File: config.mk
export PLATFORM = sky130hd
export DESIGN_NAME = ieeedrv_sd_arb
export DESIGN_NICKNAME = d
export VERILOG_FILES = /design/src/rtl/ieeedrv_sd_arb.sv
export SDC_FILE = /design/constraint.sdc
export NUM_CORES = 1
export LEC_CHECK = 0
export CORE_AREA = 10 10 122 124
export CTS_CLUSTER_DIAMETER = 80
export DETAILED_ROUTE_END_ITERATION = 8
export DIE_AREA = 0 0 132 134
export PLACE_DENSITY = 0.63
export SETUP_SLACK_MARGIN = 0.3
export SLEW_MARGIN = 5
export SYNTH_ARGS = -nofsm -noshare
export SYNTH_HDL_FRONTEND = slang
export SYNTH_SLANG_ARGS = --single-unit
export TNS_END_PERCENT = 20
File: constraint.sdc
create_clock -name clk_sys -period 3.11 [get_ports clk_sys]
set_input_delay 0.7775 -clock clk_sys [delete_from_list [all_inputs] [get_ports clk_sys]]
set_output_delay 0.7775 -clock clk_sys [all_outputs]
set_load 0.03 [all_outputs]
File: src/rtl/ieeedrv_sd_arb.sv
// ieeedrv_sd_arb: round-robin merge of per-subdrive SD block requests onto one host SD interface
module ieeedrv_sd_arb #(
  parameter int SUBDRV    = 2,
  parameter int TIMEOUT_W = 24
) (
  input  logic                   clk_sys,
  input  logic                   reset,
  input  logic [SUBDRV-1:0]      img_mounted,
  input  logic [32*SUBDRV-1:0]   drv_lba,
  input  logic [6*SUBDRV-1:0]    drv_blk_cnt,
  input  logic [SUBDRV-1:0]      drv_rd,
  input  logic [SUBDRV-1:0]      drv_wr,
  output logic [SUBDRV-1:0]      drv_ack,
  input  logic [8*SUBDRV-1:0]    drv_buff_din,
  output logic [31:0]            sd_lba,
  output logic [5:0]             sd_blk_cnt,
  output logic                   sd_rd,
  output logic                   sd_wr,
  input  logic                   sd_ack,
  output logic [7:0]             sd_buff_din,
  output logic [1:0]             grant,
  output logic                   busy,
  output logic                   timeout
);
  typedef enum logic [1:0] {IDLE, REQ, XFER, DONE} state_t;
  localparam logic [TIMEOUT_W-1:0] TC = ~TIMEOUT_W'(1);
  state_t                 state_q;
  logic [SUBDRV-1:0]      rd_prev_q, wr_prev_q, pend_rd_q, pend_wr_q;
  logic [SUBDRV-1:0]      pend_rd_d, pend_wr_d, clr_rd, clr_wr, sel;
  logic [1:0]             grant_q, ptr_q, pick;
  logic [TIMEOUT_W-1:0]   cnt_q;
  logic [31:0]            sd_lba_q;
  logic [5:0]             sd_blk_cnt_q;
  logic                   sd_rd_q, sd_wr_q, timeout_q, found, tc, active;
  logic [2:0]             sum;
  logic [3:0]             pend4, wr4, mnt4, sel4;
  logic [31:0]            lba_a [4];
  logic [5:0]             blk_a [4];
  logic [7:0]             din_a [4];
  // Pad the per-drive buses out to four entries so every index is 2 bits wide
  for (genvar g = 0; g < 4; g++) begin : g_pad
    if (g < SUBDRV) begin : g_on
      assign pend4[g] = pend_rd_q[g] | pend_wr_q[g];
      assign wr4[g]   = pend_wr_q[g];
      assign mnt4[g]  = img_mounted[g];
      assign lba_a[g] = drv_lba[32*g +: 32];
      assign blk_a[g] = drv_blk_cnt[6*g +: 6];
      assign din_a[g] = drv_buff_din[8*g +: 8];
      assign drv_ack[g] = sd_ack & active & (grant_q == 2'(g));
    end else begin : g_off
      assign pend4[g] = 1'b0;
      assign wr4[g]   = 1'b0;
      assign mnt4[g]  = 1'b0;
      assign lba_a[g] = '0;
      assign blk_a[g] = '0;
      assign din_a[g] = '0;
    end
  end
  assign active      = (state_q == REQ) || (state_q == XFER);
  assign tc          = cnt_q == TC;
  assign sel4        = 4'b0001 << grant_q;
  assign sel         = sel4[SUBDRV-1:0];
  assign sd_buff_din = din_a[grant_q];
  assign sd_lba      = sd_lba_q;
  assign sd_blk_cnt  = sd_blk_cnt_q;
  assign sd_rd       = sd_rd_q;
  assign sd_wr       = sd_wr_q;
  assign grant       = grant_q;
  assign busy        = state_q != IDLE;
  assign timeout     = timeout_q;
  // Pending bits: rising edges set, served/dropped grant clears, set beats clear, remount beats all
  always_comb begin
    clr_rd    = (state_q == REQ && (sd_ack || tc) && !sd_wr_q) ? sel : '0;
    clr_wr    = (state_q == REQ && (sd_ack || tc) && sd_wr_q) ? sel : '0;
    pend_rd_d = ((pend_rd_q & ~clr_rd) | (drv_rd & ~rd_prev_q)) & ~img_mounted;
    pend_wr_d = ((pend_wr_q & ~clr_wr) | (drv_wr & ~wr_prev_q)) & ~img_mounted;
  end
  // Round-robin scan from the pointer; iterating downward leaves the nearest pending drive in pick
  always_comb begin
    found = 1'b0;
    pick  = ptr_q;
    sum   = '0;
    for (int j = SUBDRV - 1; j >= 0; j--) begin
      sum = {1'b0, ptr_q} + 3'(j);
      sum = (sum >= 3'(SUBDRV)) ? sum - 3'(SUBDRV) : sum;
      if (pend4[sum[1:0]]) begin
        found = 1'b1;
        pick  = sum[1:0];
      end
    end
  end
  // Arbitration FSM with registered host-side outputs
  always_ff @(posedge clk_sys or posedge reset) begin
    if (reset) begin
      state_q      <= IDLE;
      rd_prev_q    <= '0;
      wr_prev_q    <= '0;
      pend_rd_q    <= '0;
      pend_wr_q    <= '0;
      grant_q      <= '0;
      ptr_q        <= '0;
      cnt_q        <= '0;
      sd_lba_q     <= '0;
      sd_blk_cnt_q <= '0;
      sd_rd_q      <= 1'b0;
      sd_wr_q      <= 1'b0;
      timeout_q    <= 1'b0;
    end else begin
      rd_prev_q <= drv_rd;
      wr_prev_q <= drv_wr;
      pend_rd_q <= pend_rd_d;
      pend_wr_q <= pend_wr_d;
      timeout_q <= 1'b0;
      case (state_q)
        IDLE: if (found) begin
          state_q      <= REQ;
          grant_q      <= pick;
          sd_lba_q     <= lba_a[pick];
          sd_blk_cnt_q <= blk_a[pick];
          sd_wr_q      <= wr4[pick];
          sd_rd_q      <= !wr4[pick];
          cnt_q        <= '0;
        end
        REQ: if (sd_ack) begin
          sd_rd_q <= 1'b0;
          sd_wr_q <= 1'b0;
          state_q <= XFER;
        end else if (mnt4[grant_q]) begin
          sd_rd_q <= 1'b0;
          sd_wr_q <= 1'b0;
          state_q <= DONE;
        end else if (tc) begin
          sd_rd_q   <= 1'b0;
          sd_wr_q   <= 1'b0;
          timeout_q <= 1'b1;
          state_q   <= DONE;
        end else begin
          cnt_q <= (&cnt_q) ? cnt_q : cnt_q + 1'b1;
        end
        XFER: if (!sd_ack) state_q <= DONE;
        DONE: begin
          ptr_q   <= (grant_q == 2'(SUBDRV - 1)) ? 2'd0 : grant_q + 2'd1;
          state_q <= IDLE;
        end
        default: state_q <= IDLE;
      endcase
    end
  end
endmodule

# After elaboration in Yosys (flattened, before gate mapping)
# Cells that the tools add are included.
# op_classes
addsub,5
n_bitwise,20
n_eq_ne,12
n_lt_le_gt_ge,8
n_mux,49
shift,1
reduce_logical,16
# op_table
cell,n
$mux 24,5
$bmux 32 s2,1
$mux 32,2
$pmux 24 s2,1
$add 24x1->24 const B,1
$eq 24x24->1 const B,1
$mux 2,12
$reduce_and 24->1,1
$bmux 8 s2,1
$mux 8,2
$mux 1,15
$and 2x2->2,6
$bmux 6 s2,1
$lt 2x3->1 const B,4
$mux 6,2
$ne 2x2->1 const B,6
$not 2->2,5
$bmux 1 s2,4
$pmux 2 s4,1
$ge 3x3->1 const B,2
$not 2->3,2
$reduce_and 3->1,2
$reduce_and 6->1,1
$eq 2x1->1 const B,2
other kinds (18),31
# totals
elab_cells,124
register_bits,79
output_inout_bits,54

# Depth between registers and ports, before layout
# logic_depth
word_depth,12
ltp_mapped,9

# Worst setup path after synthesis
# No wires, ideal clock.
# synth_timing
kind,register to output
start,register grant_q[0] (netlist: grant[0])
end,output drv_ack[1]
t_required_ns,2.332
setup_slack_ns,0.505
path_stages_with_launch,4
arrival_time_ns,1.828
path_cell_list,dfrtp_1 -> buf_6 -> clkbuf_1 -> nor3b_1
# synth_between
elab_chain_cells,2
# synth_rtl
element,line,source
"start, declared",30,"logic [1:0] grant_q, ptr_q, pick;"
"start signal, assigned",117,grant_q <= pick;
$eq 2x1->1,49,assign drv_ack[g] = sd_ack & active & (grant_q == 2'(g));
$and 1x1->1,49,
"end, declared",13,"output logic [SUBDRV-1:0] drv_ack,"
# No other way between the ends.

# Final worst setup path
# layout_timing
start,input drv_buff_din[11]
end,output sd_buff_din[3]
# layout_between
elab_chain_cells,3
# layout_rtl
element,line,source
"start, declared",14,"input logic [8*SUBDRV-1:0] drv_buff_din,"
$bmux 8 s2,63,assign sd_buff_din = din_a[grant_q];
$mux 8 (not written as such) (2 in a row),63,
"end, declared",20,"output logic [7:0] sd_buff_din,"
# No other way between the ends. The select of a mux whose other input is x is not followed.

==> results.py <==
metrics = {
    "pwr": {
        "vdd_ir_drop_max_mv": 0.394,
        "p_per_area_nw_per_um2": 845,
        "p_leak_nw": 2.77,
        "switching_share_pct": 41.2,
        "p_switching_mw": 2.22,
        "p_int_mw": 3.16,
        "pwr-share-comb_pct": 49.8,
        "seqPwrFrac_pct": 29.0,
        "clockPowerShare_pct": 21.2,
    },
    "yosys": {
        "synth_compound_area_share_pct": 15.3,
        "synthSimpleGateAreaFrac_pct": 19.2,
        "yosys.area.top_type": "dfrtp_1",
        "synthMuxAreaShare_pct": 13.9,
        "synth-async-reset-ratio_pct": 100,
        "synth_top_area_share_pct": 45.9,
        "syn_nets": 548,
        "synth_cell_type_count": 50,
        "synth-edff-count": 0,
        "synth_xor_area_share_pct": 0,
        "synth_fa_ha_area_share_pct": 2.04,
        "syn_area_per_cell_sq_um": 9.78,
        "yosysSeqAreaShare_pct": 45.9,
        "synthCells": 440,
        "ys_seq_elements": 79,
        "yosysWarnings": 0,
        "syn_area_sq_um": 4300,
        "ys.flop_type": "dfrtp_1",
        "synth_top_family_by_area": "simple AND/OR/NAND/NOR gates",
        "synth_area_leaders": "dfrtp_1 46%, mux2i_1 13%, nand2_1 5.7%",
    },
    "placement": {
        "gp_congestion": 0.796,
        "portBuffers": 154,
        "dpl.hpwl_um": 10300,
        "dpl_worst_slack_ns": 0.177,
        "place_inst": 754,
    },
    "drt": {
        "route.met2.wl_um": 6220,
        "post_drt_via_cell_ratio": 4.99,
        "ant_nets": 0,
        "m1WireLength_um": 5460,
        "wl_met3_um": 1510,
        "remaining_drc_errors": 0,
        "top_layer": "met4",
        "vias": 3834,
        "dr.pass1.iters": 4,
        "routedWlPerCell_um": 17.2,
        "drt-total-wl_um": 13200,
        "drt_iter0_markers": 119,
    },
    "setup_path": {
        "slowest_delay_ns": 0.69,
        "crit_buf_inv": 2,
        "crit_start": "drv_buff_din[11]",
        "worstPathCellList": "clkdlybuf4s50_1, mux2i_1, nor2_1, clkdlybuf4s50_1",
        "cp-end-kind": "output port",
        "cp.depth": 4,
        "cp_common_cell": "clkdlybuf4s50_1",
        "cp.required_ns": 2.33,
        "r2r_start": "grant[0]",
        "arrival_ns": 2.11,
        "worst-setup-path-type": "in -> out",
        "r2r_slack_ns": 0.66,
        "crit_slowest_cell": "clkdlybuf4s50_1",
        "cp_max_fo": 1,
        "r2r-end": "cnt_q[20]",
        "start_kind": "input port",
        "r2r.worst_path.cells": 5,
        "endpoint": "sd_buff_din[3]",
        "crit_family": "buffers and inverters",
    },
    "cts": {
        "htree_levels": 3,
        "hold_buffers": 0,
        "cts.sinks": 79,
        "clockRootBuffer": "clkbuf_16",
        "cts_tree": "built",
        "numCtsBuffers": 9,
        "clkLatencyLatePin_ns": 0.33,
        "cts_buffer_depth": 2,
        "clk_pin_slew_worst_paths_ns": 0.06,
        "cts_setup_buffers": 0,
    },
    "cells_and_area": {
        "num-nets-final": 701,
        "antenna-diode-count": 0,
        "finish.utilization_pct": 51.1,
        "drive_gt1_share_pct": 9.55,
        "area_growth_pct": 48.0,
        "fin_cells": 769,
        "n_fill_cell": 1131,
    },
    "floorplanning": {
        "die_y_um": 134,
        "ios": 155,
        "die-area_sq_um": 17700,
        "row_count": 41,
        "initial_core_util_pct": 34.5,
        "core_area_sq_um": 12500,
        "die-width_um": 132,
    },
    "timing": {
        "rsz0062_at_grt": "yes",
        "hold_viol": 0,
        "layout_setup_ws_ns": 0.222,
        "slew_violations": 0,
        "worstMarginPinSlew_ns": 0.938,
        "setup_violations": 0,
        "clock_skew_ns": 0.00458,
        "setup_tns_ns": 0,
        "max_freq_ghz": 0.346,
        "relSlewSlack_pct": 37.2,
        "min_period_over_period_pct": 92.8,
        "fin_crit_ns": 2.89,
    },
    "global_routing": {
        "grt_pass1_vias": 3908,
        "grt_max_degree": 80,
        "antenna_found_initial": 0,
        "grt-ovfl-total": 0,
        "track_usage_pct": 14.6,
        "grt_pass1_wl_um": 21100,
    },
    "flow_run": {
        "drv_cap": 0,
    },
    "outcome": {
        "status": "completed",
    },
    "min_path": {
        "holdCritPathClass": "reg -> reg",
    },
}
cell type report:
type / count / area [sq um] / area share (%)
multi-input combinational: 328 / 2180 / 34.3
sequential: 79 / 1980 / 31.1
timing repair buffer: 165 / 1630 / 25.6
clock buffer: 10 / 239 / 3.75
tap: 172 / 215 / 3.38
clock inverter: 5 / 82.6 / 1.30
inverter: 10 / 38.8 / 0.609
state kept, by name, indices dropped and copies added, names as in the netlist:
| name | count |
|---|---|
| cnt_q | 24 |
| grant | 2 |
| pend_rd_q | 2 |
| pend_wr_q | 2 |
| ptr_q | 2 |
| rd_prev_q | 2 |
| sd_blk_cnt | 6 |
| sd_lba | 32 |
| sd_rd | 1 |
| sd_wr | 1 |
| state_q | 2 |
| timeout | 1 |
| wr_prev_q | 2 |
worst min-delay path by stage:
| stage | startpoint | to | slack, ns | cells after the start |
|---|---|---|---|---|
| 3_5_place_dp | sd_blk_cnt[2] | sd_blk_cnt[2] | 0.47 | 2 |
| 6_report | sd_blk_cnt[2] | sd_blk_cnt[2] | 0.48 | 2 |
| 3_3_place_gp | sd_lba[14] | sd_lba[14] | 0.46 | 2 |
| 4_1_cts | sd_blk_cnt[2] | sd_blk_cnt[2] | 0.48 | 2 |
| 2_1_floorplan | rd_prev_q[0] | pend_rd_q[0] | 0.47 | 2 |
| 5_1_grt | sd_lba[15] | sd_lba[15] | 0.51 | 2 |
power groups by stage:
stage | sequential, mW | combinational [mW] | clock (mW)
floorplan | 2.03 | 1.15 | 0
global placement | 1.56 | 2.68 | 0
detailed placement | 1.58 | 2.71 | 0
CTS | 1.57 | 2.72 | 1.16
global route | 1.60 | 2.90 | 1.21
finish | 1.56 | 2.68 | 1.14
logic make-up after synthesis:
logic type      after synthesis
buf+inv                      33
mux                          59
flops                        79
fa+ha+maj                     7
simple gates                160
compound gates              102
Yosys cell counts (3+ instances only):
library cell	n
or4_1	11
buf_2	6
nor2_1	22
mux2i_1	56
o31ai_1	12
nand2b_1	5
nor3_1	8
a21o_1	5
a21oi_1	19
inv_1	10
clkbuf_1	13
nor4_1	3
buf_6	3
o41ai_1	4
dfrtp_1	79
nand4_1	5
nand2_1	65
or2_2	12
and2_1	3
nand3_1	13
ha_1	7
o21ai_0	44
cells in the final DEF (no fill, tap or decap), types with 3 or more instances in the layout:
| cell type | count |
|---|---|
| dfrtp_1 | 79 |
| inv_1 | 9 |
| clkbuf_16 | 9 |
| o31ai_1 | 12 |
| o41ai_1 | 4 |
| o21ai_0 | 44 |
| nand2_1 | 65 |
| mux2i_1 | 56 |
| nand4_1 | 5 |
| and2_1 | 3 |
| buf_4 | 12 |
| ha_1 | 7 |
| a21o_1 | 4 |
| clkdlybuf4s50_1 | 150 |
| nand3_1 | 13 |
| or2_2 | 12 |
| nor4_1 | 3 |
| nand2b_1 | 5 |
| nor2_1 | 22 |
| or4_1 | 11 |
| a21oi_1 | 18 |
| nor3_1 | 8 |
worst min-delay path: cells and delay by family (launching register included):
family | cells | cell delay [ns]
compound gates | 1 | 0.06
flops | 1 | 0.34
simple gates | 1 | 0.04
routing by layer:
layer	GRT usage, %	vias to the layer above
li1	-	1896
met1	16.6	1796
met2	23.5	140
met3	7.69	2
met4	4.26	0
met5	0	-
what timing repair did:
action,in CTS,in global routing
endpoints found under the hold margin,0,0
resized for setup,1,1
gates cloned,0,0
endpoints found under the setup margin,8,7
metrics by stage:
step           hold slack (ns)  total power [mW]  instance area, sq um
4_1_cts                  0.482              5.44                  6360
3_3_place_gp             0.462              4.24                  6040
5_1_grt                  0.512              5.71                  6370
3_5_place_dp             0.470              4.29                  6040
6_report                 0.477              5.38                  6370
2_1_floorplan            0.466              3.18                  4300
No activity file was read; power rests on OpenSTA's default activity.
